$ cat config.mk
export PLATFORM = sky130hd
export DESIGN_NAME = count_event_logger_flat
export DESIGN_NICKNAME = d
export VERILOG_FILES = /design/src/rtl/count_event_logger_if.sv /design/src/rtl/count_event_logger.sv /design/src/flat_wrapper.sv
export SDC_FILE = /design/constraint.sdc
export NUM_CORES = 1
export LEC_CHECK = 0
export CAP_MARGIN = 25
export CORE_MARGIN = 2
export CORE_UTILIZATION = 50
export CTS_CLUSTER_SIZE = 8
export DETAILED_ROUTE_END_ITERATION = 12
export GPL_TIMING_DRIVEN = 0
export PLACE_DENSITY = 0.73
export SLEW_MARGIN = 15
export SYNTH_ARGS = -nofsm -noshare
export SYNTH_HDL_FRONTEND = slang
export SYNTH_SLANG_ARGS = --single-unit
export TNS_END_PERCENT = 50
$ cat constraint.sdc
create_clock -name clock -period 8 [get_ports clock]
set_clock_uncertainty 0.05 [all_clocks]
set_input_delay 1.6 -clock clock [delete_from_list [all_inputs] [get_ports clock]]
set_output_delay 1.6 -clock clock [all_outputs]
set_load 0.1 [all_outputs]
$ cat src/rtl/count_event_logger_if.sv
// Read-side handshake bundle of the count event logger.
// The logger drives valid/data through master; the consumer drives ready through slave.
interface count_event_logger_if #(
    parameter int WIDTH = 5
);
    logic             rd_valid;
    logic             rd_ready;
    logic [WIDTH+1:0] rd_data;

    modport master (
        output rd_valid,
        output rd_data,
        input  rd_ready
    );

    modport slave (
        input  rd_valid,
        input  rd_data,
        output rd_ready
    );
endinterface

$ cat src/rtl/count_event_logger.sv
// Watches a counter value and sorts each change into START/STEP/WRAP/JUMP.
// Each event goes into a small FIFO; wrap pulse and overflow status are reported beside it.
module count_event_logger #(
    parameter int WIDTH = 5,
    parameter int DEPTH = 8,
    parameter int DROPW = 8
) (
    input  logic                     clock,
    input  logic                     reset,
    input  logic [WIDTH-1:0]         count,
    input  logic                     sample_en,
    input  logic                     clear,
    count_event_logger_if.master     rd,
    output logic [$clog2(DEPTH):0]   level,
    output logic                     wrap_pulse,
    output logic                     overflow,
    output logic [DROPW-1:0]         drop_count
);

    localparam int AW = $clog2(DEPTH);
    localparam logic [AW:0] FULL_LEVEL = (AW+1)'(DEPTH);

    localparam logic [1:0] CODE_START = 2'b00;
    localparam logic [1:0] CODE_STEP  = 2'b01;
    localparam logic [1:0] CODE_WRAP  = 2'b10;
    localparam logic [1:0] CODE_JUMP  = 2'b11;

    typedef enum logic {
        PRIME,
        TRACK
    } state_t;

    state_t           r_state;
    state_t           w_nextState;
    logic [WIDTH-1:0] r_prev;
    logic             w_event;
    logic [1:0]       w_code;

    logic [WIDTH+1:0] r_mem [DEPTH];
    logic [AW-1:0]    r_wrPtr;
    logic [AW-1:0]    r_rdPtr;
    logic [AW:0]      r_level;
    logic             r_wrapPulse;
    logic             r_overflow;
    logic [DROPW-1:0] r_dropCount;

    logic             w_valid;
    logic             w_full;
    logic             w_pop;
    logic             w_pushAccept;
    logic             w_drop;

    always_ff @(posedge clock or posedge reset) begin
        if (reset) begin
            r_state <= PRIME;
        end else if (clear) begin
            r_state <= PRIME;
        end else begin
            r_state <= w_nextState;
        end
    end

    // Classification is purely against the last logged value, so the push can happen on this same edge.
    always_comb begin
        w_nextState = r_state;
        w_event     = 1'b0;
        w_code      = CODE_START;
        case (r_state)
            PRIME: begin
                if (sample_en) begin
                    w_event     = 1'b1;
                    w_code      = CODE_START;
                    w_nextState = TRACK;
                end
            end
            TRACK: begin
                if (sample_en && (count != r_prev)) begin
                    w_event = 1'b1;
                    if ((r_prev == '1) && (count == '0)) begin
                        w_code = CODE_WRAP;
                    end else if ((r_prev != '1) && (count == r_prev + 1'b1)) begin
                        w_code = CODE_STEP;
                    end else begin
                        w_code = CODE_JUMP;
                    end
                end
            end
            default: begin
                w_nextState = PRIME;
            end
        endcase
    end

    assign w_valid      = (r_level != '0);
    assign w_full       = (r_level == FULL_LEVEL);
    assign w_pop        = w_valid && rd.rd_ready;
    assign w_pushAccept = w_event && (!w_full || w_pop);
    assign w_drop       = w_event && w_full && !w_pop;

    // prev follows every logged event, dropped or not, and is left alone by clear.
    always_ff @(posedge clock or posedge reset) begin
        if (reset) begin
            r_prev <= '0;
        end else if (!clear && w_event) begin
            r_prev <= count;
        end
    end

    always_ff @(posedge clock) begin
        if (!clear && w_pushAccept) begin
            r_mem[r_wrPtr] <= {w_code, count};
        end
    end

    always_ff @(posedge clock or posedge reset) begin
        if (reset) begin
            r_wrPtr <= '0;
            r_rdPtr <= '0;
            r_level <= '0;
        end else if (clear) begin
            r_wrPtr <= '0;
            r_rdPtr <= '0;
            r_level <= '0;
        end else begin
            if (w_pushAccept) begin
                r_wrPtr <= r_wrPtr + 1'b1;
            end
            if (w_pop) begin
                r_rdPtr <= r_rdPtr + 1'b1;
            end
            case ({w_pushAccept, w_pop})
                2'b10:   r_level <= r_level + 1'b1;
                2'b01:   r_level <= r_level - 1'b1;
                default: r_level <= r_level;
            endcase
        end
    end

    // The wrap pulse reflects the classification, so it fires even when the WRAP entry is dropped.
    always_ff @(posedge clock or posedge reset) begin
        if (reset) begin
            r_wrapPulse <= 1'b0;
            r_overflow  <= 1'b0;
            r_dropCount <= '0;
        end else if (clear) begin
            r_wrapPulse <= 1'b0;
            r_overflow  <= 1'b0;
            r_dropCount <= '0;
        end else begin
            r_wrapPulse <= w_event && (w_code == CODE_WRAP);
            if (w_drop) begin
                r_overflow <= 1'b1;
                if (r_dropCount != '1) begin
                    r_dropCount <= r_dropCount + 1'b1;
                end
            end
        end
    end

    assign rd.rd_valid = w_valid;
    assign rd.rd_data  = w_valid ? r_mem[r_rdPtr] : '0;
    assign level       = r_level;
    assign wrap_pulse  = r_wrapPulse;
    assign overflow    = r_overflow;
    assign drop_count  = r_dropCount;

endmodule

$ cat src/flat_wrapper.sv
// flat-port wrapper written by rule: the top's interface ports become plain ports
module count_event_logger_flat 
#(
    parameter int WIDTH = 5,
    parameter int DEPTH = 8,
    parameter int DROPW = 8
)
  (clock, reset, count, sample_en, clear, level, wrap_pulse, overflow, drop_count, rd_rd_valid, rd_rd_data, rd_rd_ready);
  count_event_logger_if #(.WIDTH(WIDTH)) rd_i ();
  input  logic clock;
  input  logic reset;
  input  logic [WIDTH-1:0] count;
  input  logic sample_en;
  input  logic clear;
  output logic [$clog2(DEPTH):0] level;
  output logic wrap_pulse;
  output logic overflow;
  output logic [DROPW-1:0] drop_count;
  output wire logic [$bits(rd_i.rd_valid)-1:0] rd_rd_valid;
  output wire logic [$bits(rd_i.rd_data)-1:0] rd_rd_data;
  input wire logic [$bits(rd_i.rd_ready)-1:0] rd_rd_ready;
  assign rd_rd_valid = rd_i.rd_valid;
  assign rd_rd_data = rd_i.rd_data;
  assign rd_i.rd_ready = rd_rd_ready;
  count_event_logger #(.WIDTH(WIDTH), .DEPTH(DEPTH), .DROPW(DROPW)) u_core (.clock(clock), .reset(reset), .count(count), .sample_en(sample_en), .clear(clear), .rd(rd_i), .level(level), .wrap_pulse(wrap_pulse), .overflow(overflow), .drop_count(drop_count));
endmodule
Word level (Yosys, flattened, before mapping)
Memories as Yosys holds them, arrays and structs flattened.
Index checks and enable logic that the tools add are counted.
{"block": "op_classes", "eq_ne": 9, "bitwise_logic": 1, "n_mux": 24, "reduce_logical": 22, "add_sub_neg": 6}
{"operator": "$mux 8", "n": 3}
{"operator": "$mux 3", "n": 4}
{"operator": "$logic_and 1x1->1", "n": 10}
{"operator": "$mux 1", "n": 9}
{"operator": "$add 8x1->8 const B", "n": 1}
{"operator": "$ne 8x8->1 const B", "n": 1}
{"operator": "$pmux 4 s2", "n": 1}
{"operator": "$reduce_bool 2->1", "n": 4}
{"operator": "$mux 7", "n": 1}
{"operator": "$add 3x1->3 const B", "n": 2}
{"operator": "$mux 2", "n": 3}
{"operator": "$add 5x1->5 const B", "n": 1}
{"operator": "$eq 5x5->1", "n": 1}
{"operator": "$eq 5x5->1 const B", "n": 1}
{"operator": "$logic_not 5->1", "n": 1}
{"operator": "$ne 5x5->1", "n": 1}
{"operator": "$ne 5x5->1 const B", "n": 1}
{"operator": "$add 4x1->4 const B", "n": 1}
{"operator": "$eq 2x2->1 const B", "n": 2}
{"operator": "$eq 4x4->1 const B", "n": 1}
{"operator": "$mux 4", "n": 1}
{"operator": "$pmux 2 s2", "n": 1}
{"operator": "$reduce_bool 4->1", "n": 1}
{"operator": "$sub 4x1->4 const B", "n": 1}
{"operator": "other kinds (7)", "n": 9}
{"block": "word_totals", "output_inout_bits": 22, "n_memories": 1, "ram_bits": 56, "word_cells": 71, "ff_bits": 26, "input_bits": 10}
{"name": "u_core.r_mem", "depth": 8, "width": 7, "rd": 1, "rd_ports_with_merged_regs": 0, "wr": 1, "line": "count_event_logger.sv:39", "rtl": "logic [WIDTH+1:0] r_mem [DEPTH];"}

Logic depth before layout (Yosys ltp)
{"block": "logic_depth", "word_depth": 10, "ltp_mapped": 9, "mapped_depth_nobuf": 9}

Least setup slack after synthesis
OpenSTA, ideal clock, no wires.
{"block": "synth_timing", "path_kind": "reg-to-output", "start": "register u_core.r_level[0] (netlist: u_core.level[0])", "end": "output rd_rd_data[0]", "arrival_time_ps": 2744, "required_ps": 6350, "stages_incl_launch_ff": 4, "n_path_buf": 0, "slack_ps": 3606, "path_cell_list": "dfrtp_1 -> or3_4 -> nor2_1 -> nor2_1"}
{"block": "synth_via", "elab_chain_cells": 2}
{"item": "start, declared", "line": "count_event_logger.sv:42", "rtl": "logic [AW:0] r_level;"}
{"item": "start signal, assigned", "line": "count_event_logger.sv:132", "rtl": "2'b10: r_level <= r_level + 1'b1;"}
{"item": "start signal, assigned", "line": "count_event_logger.sv:133", "rtl": "2'b01: r_level <= r_level - 1'b1;"}
{"item": "start signal, assigned", "line": "count_event_logger.sv:134", "rtl": "default: r_level <= r_level;"}
{"item": "$reduce_bool 4->1", "line": "count_event_logger.sv:94", "rtl": "assign w_valid = (r_level != '0);"}
{"item": "$mux 7", "line": "count_event_logger.sv:161", "rtl": "assign rd.rd_data = w_valid ? r_mem[r_rdPtr] : '0;"}
{"item": "end, declared", "line": "flat_wrapper.sv:20", "rtl": "output wire logic [$bits(rd_i.rd_data)-1:0] rd_rd_data;"}
Every way passes these cells.

Worst setup path in the final report
{"block": "layout_timing", "start": "register u_core.r_rdPtr[0]", "end": "output rd_rd_data[2]"}
{"block": "layout_via", "elab_chain_cells": 2}
{"item": "start, declared", "line": "count_event_logger.sv:41", "rtl": "logic [AW-1:0] r_rdPtr;"}
{"item": "start signal, assigned", "line": "count_event_logger.sv:129", "rtl": "r_rdPtr <= r_rdPtr + 1'b1;"}
{"item": "$mem_v2 8x7"}
{"item": "$mux 7", "line": "count_event_logger.sv:161"}
Every way passes these cells.

==> results.py <==
metrics = {
    "hold_path": {
        "hp-class": "reg -> reg",
    },
    "clock_network": {
        "htree_levels": 3,
        "cts_sinks": 82,
        "cts_tree": "yes",
        "cts_made_buffers": 9,
        "cts.clk_slew.worst_paths_ns": 0.09,
        "post_cts_buffers": 0,
        "clockRootBuffer": "clkbuf_8",
        "clk_latency_ns": 0.36,
        "ctsResizeCount": 0,
        "ctsHoldBuffers": 0,
        "cts_max_path_buffers": 2,
    },
    "finish": {
        "antennaDiodeCount": 0,
        "area_growth_pct": 16.6,
        "num-nets-final": 326,
        "layout-drive-gt1-share_pct": 15.3,
        "final_cell_mix": "56 x edfxtp_1, 31 x nor2_1, 30 x clkdlybuf4s50_1, 26 x dfrtp_1, 14 x mux4_2",
        "final_cells": 412,
        "final_common_cell": "edfxtp_1",
        "design_area_um2": 4410,
    },
    "sta": {
        "whs_ns": 0.487,
        "hold_violations": 0,
        "finalSetupViolCount": 0,
        "slew_violations": 0,
        "timing.final.crit_share_pct": 63.3,
        "layout_min_cycle_time_ns": 5.07,
        "rsz0062_at_grt": "false",
        "fin_tns_setup_ns": 0,
        "worst_pin_slew_ns": 0.981,
        "max_freq_mhz": 197,
        "max_slew_margin_pct": 34.4,
    },
    "run": {
        "max_cap_violations": 0,
    },
    "worst_setup_path": {
        "cp-startpoint": "u_core.r_rdPtr[0]$_DFFE_PP0P_",
        "rr_worst_depth": 5,
        "slowest_delay_ns": 0.99,
        "crit_cells": 6,
        "critPathRequiredTime_ns": 6.35,
        "critPathLaunchType": "flip-flop",
        "worst-path-buf-inv": 3,
        "crit_family": "buffers and inverters",
        "setup.worst_path.end": "rd_rd_data[2]",
        "worstSetupPathType": "reg -> out",
        "rr_startpoint": "u_core.r_prev[2]$_DFFE_PP0P_",
        "r2r_slack_ns": 5.14,
        "arrival_ns": 3.42,
        "reg2reg_to": "u_core.r_mem[3][3]$_DFFE_PP_",
        "endpoint_kind": "primary output",
        "cp_max_fo": 10,
        "path_cells": "clkbuf_1 -> buf_2 -> mux4_2 -> mux2i_1 -> nor2_1 -> clkdlybuf4s50_1",
        "critPathSlowestCell": "clkdlybuf4s50_1",
    },
    "floorplanning": {
        "die_area_um2": 8270,
        "ios": 32,
        "die_w_um": 91.0,
        "core_area_um2": 7290,
        "start_util_pct": 51.9,
        "rows": 31,
        "dieHeight_um": 91.0,
    },
    "synth": {
        "syn_inst": 266,
        "syn_avg_cell_area_um2": 14.2,
        "synth_top_area_share_pct": 44.5,
        "synth_top_area_cell": "edfxtp_1",
        "synth-edff-count": 56,
        "synth_area_um2": 3780,
        "synthFlopType": "edfxtp_1",
        "ys_seq_area_share_pct": 61.7,
        "synth_seq_cells": 82,
        "ys_types": 48,
        "ys_warn_count": 0,
        "synthTopCellsByArea": "edfxtp_1 44%, dfrtp_1 17%, mux4_2 8.3%, nor2_1 3.1%, mux2i_1 2.6%",
        "ys_async_sr_fraction_pct": 31.7,
        "synthesis.nets": 284,
    },
    "detailed_routing": {
        "dr.pass1.iters": 4,
        "wl_per_cell_um": 18.2,
        "via_count": 2345,
        "drt_iter0_drc": 111,
        "drc": 0,
        "ant_nets": 0,
        "totalWireLength_mm": 7.49,
        "routed_via_density": 5.69,
    },
    "global_routing": {
        "grt_pass1_vias": 2266,
        "grt_max_degree": 27,
        "grt_pass1_wl_mm": 12.1,
        "grt_usage_pct": 19.4,
        "antenna_found_initial": 0,
        "gr-total-overflow": 0,
    },
    "placement": {
        "place_inst": 395,
        "gp_congestion": 0.827,
        "place_area_um2": 4220,
        "io_buffer_count": 30,
        "dpl.hpwl_mm": 5.02,
    },
    "power": {
        "p_leak_nw": 1.55,
        "total_power_w": 0.00140,
        "peakVddDrop_uv": 122,
        "powerDensity_nw_per_um2": 318,
    },
    "run_status": {
        "outcome": "completed",
    },
}
metal layers:
layer	track usage, %	vias up	share of wire (%)
li1	-	1104	-
met1	27.0	1164	45
met2	29.8	61	48
met3	3.32	16	4.3
met4	9.47	0	2.4
met5	0	-	0
worst min-delay path, delay by kind of cell (launching register included):
| family | cells | cell delay [ns] |
|---|---|---|
| and+or+nand+nor | 1 | 0.08 |
| DFF | 1 | 0.37 |
| AOI/OAI and AO/OA | 1 | 0.05 |
worst min path at each step:
stage	from	end	slack [ns]	cells after the start
floorplan	u_core.r_state$_DFF_PP0_	u_core.r_state$_DFF_PP0_	0.46	2
global placement	u_core.overflow$_DFFE_PP0P_	u_core.overflow$_DFFE_PP0P_	0.46	2
detailed placement	u_core.overflow$_DFFE_PP0P_	u_core.overflow$_DFFE_PP0P_	0.45	2
CTS	u_core.overflow$_DFFE_PP0P_	u_core.overflow$_DFFE_PP0P_	0.49	2
global route	u_core.r_prev[4]$_DFFE_PP0P_	u_core.r_prev[4]$_DFFE_PP0P_	0.54	1
finish	u_core.overflow$_DFFE_PP0P_	u_core.overflow$_DFFE_PP0P_	0.49	2
cell usage after synthesis, types with 3 or more instances:
cell,count
nand2b_1,3
inv_1,8
xor2_1,7
or4_1,3
edfxtp_1,56
mux2i_1,10
nor2_1,31
dfrtp_1,26
mux2_2,6
nand2_1,10
mux4_2,14
or3_1,3
a21oi_1,11
nor2b_1,3
ha_1,7
clkbuf_1,5
o31ai_1,3
nand4_1,3
xnor2_1,7
nor3_1,5
o21ai_0,4
nand3_1,11
where the power goes:
part | internal (W) | total (W) | switching, W
Combinational | 0.000177 | 0.000620 | 0.000443
Clock | 0.000115 | 0.000274 | 0.000159
Sequential | 0.000480 | 0.000509 | 0.0000296
Total | 0.000771 | 0.00140 | 0.000632
stage by stage:
step	worst slack, ns	utilization, %
after global placement	2.88	57.7
after global routing	2.66	60.4
after floorplan	3.61	-
after detailed placement	3.18	57.8
after CTS	2.87	60.2
final	2.93	60.4
sequential cells by signal, summed over array words and instances (netlist names):
register,flops
u_core.drop_count,8
u_core.level,4
u_core.overflow,1
u_core.r_mem,56
u_core.r_prev,5
u_core.r_rdPtr,3
u_core.r_state,1
u_core.r_wrPtr,3
u_core.wrap_pulse,1
cell type report:
type / count / area [um2]
Fill cell: 594 / 2880
Sequential cell: 82 / 2330
Multi-Input combinational cell: 168 / 1390
Timing Repair Buffer: 31 / 315
Clock buffer: 9 / 124
Tap cell: 99 / 124
Clock inverter: 7 / 53.8
Buffer: 8 / 38.8
Inverter: 8 / 30.0
cells by family after synthesis:
kind of cell | Yosys count | synth area share, %
AO/OA/AOI/OAI | 32 | 6.35
XOR/XNOR | 14 | 3.24
buffers and inverters | 16 | 1.82
AND/OR/NAND/NOR | 84 | 11.3
adder cells (fa/ha/maj) | 8 | 2.85
multiplexers | 30 | 12.8
flip-flops | 82 | 61.7
No activity file was read; power rests on OpenSTA's default activity.
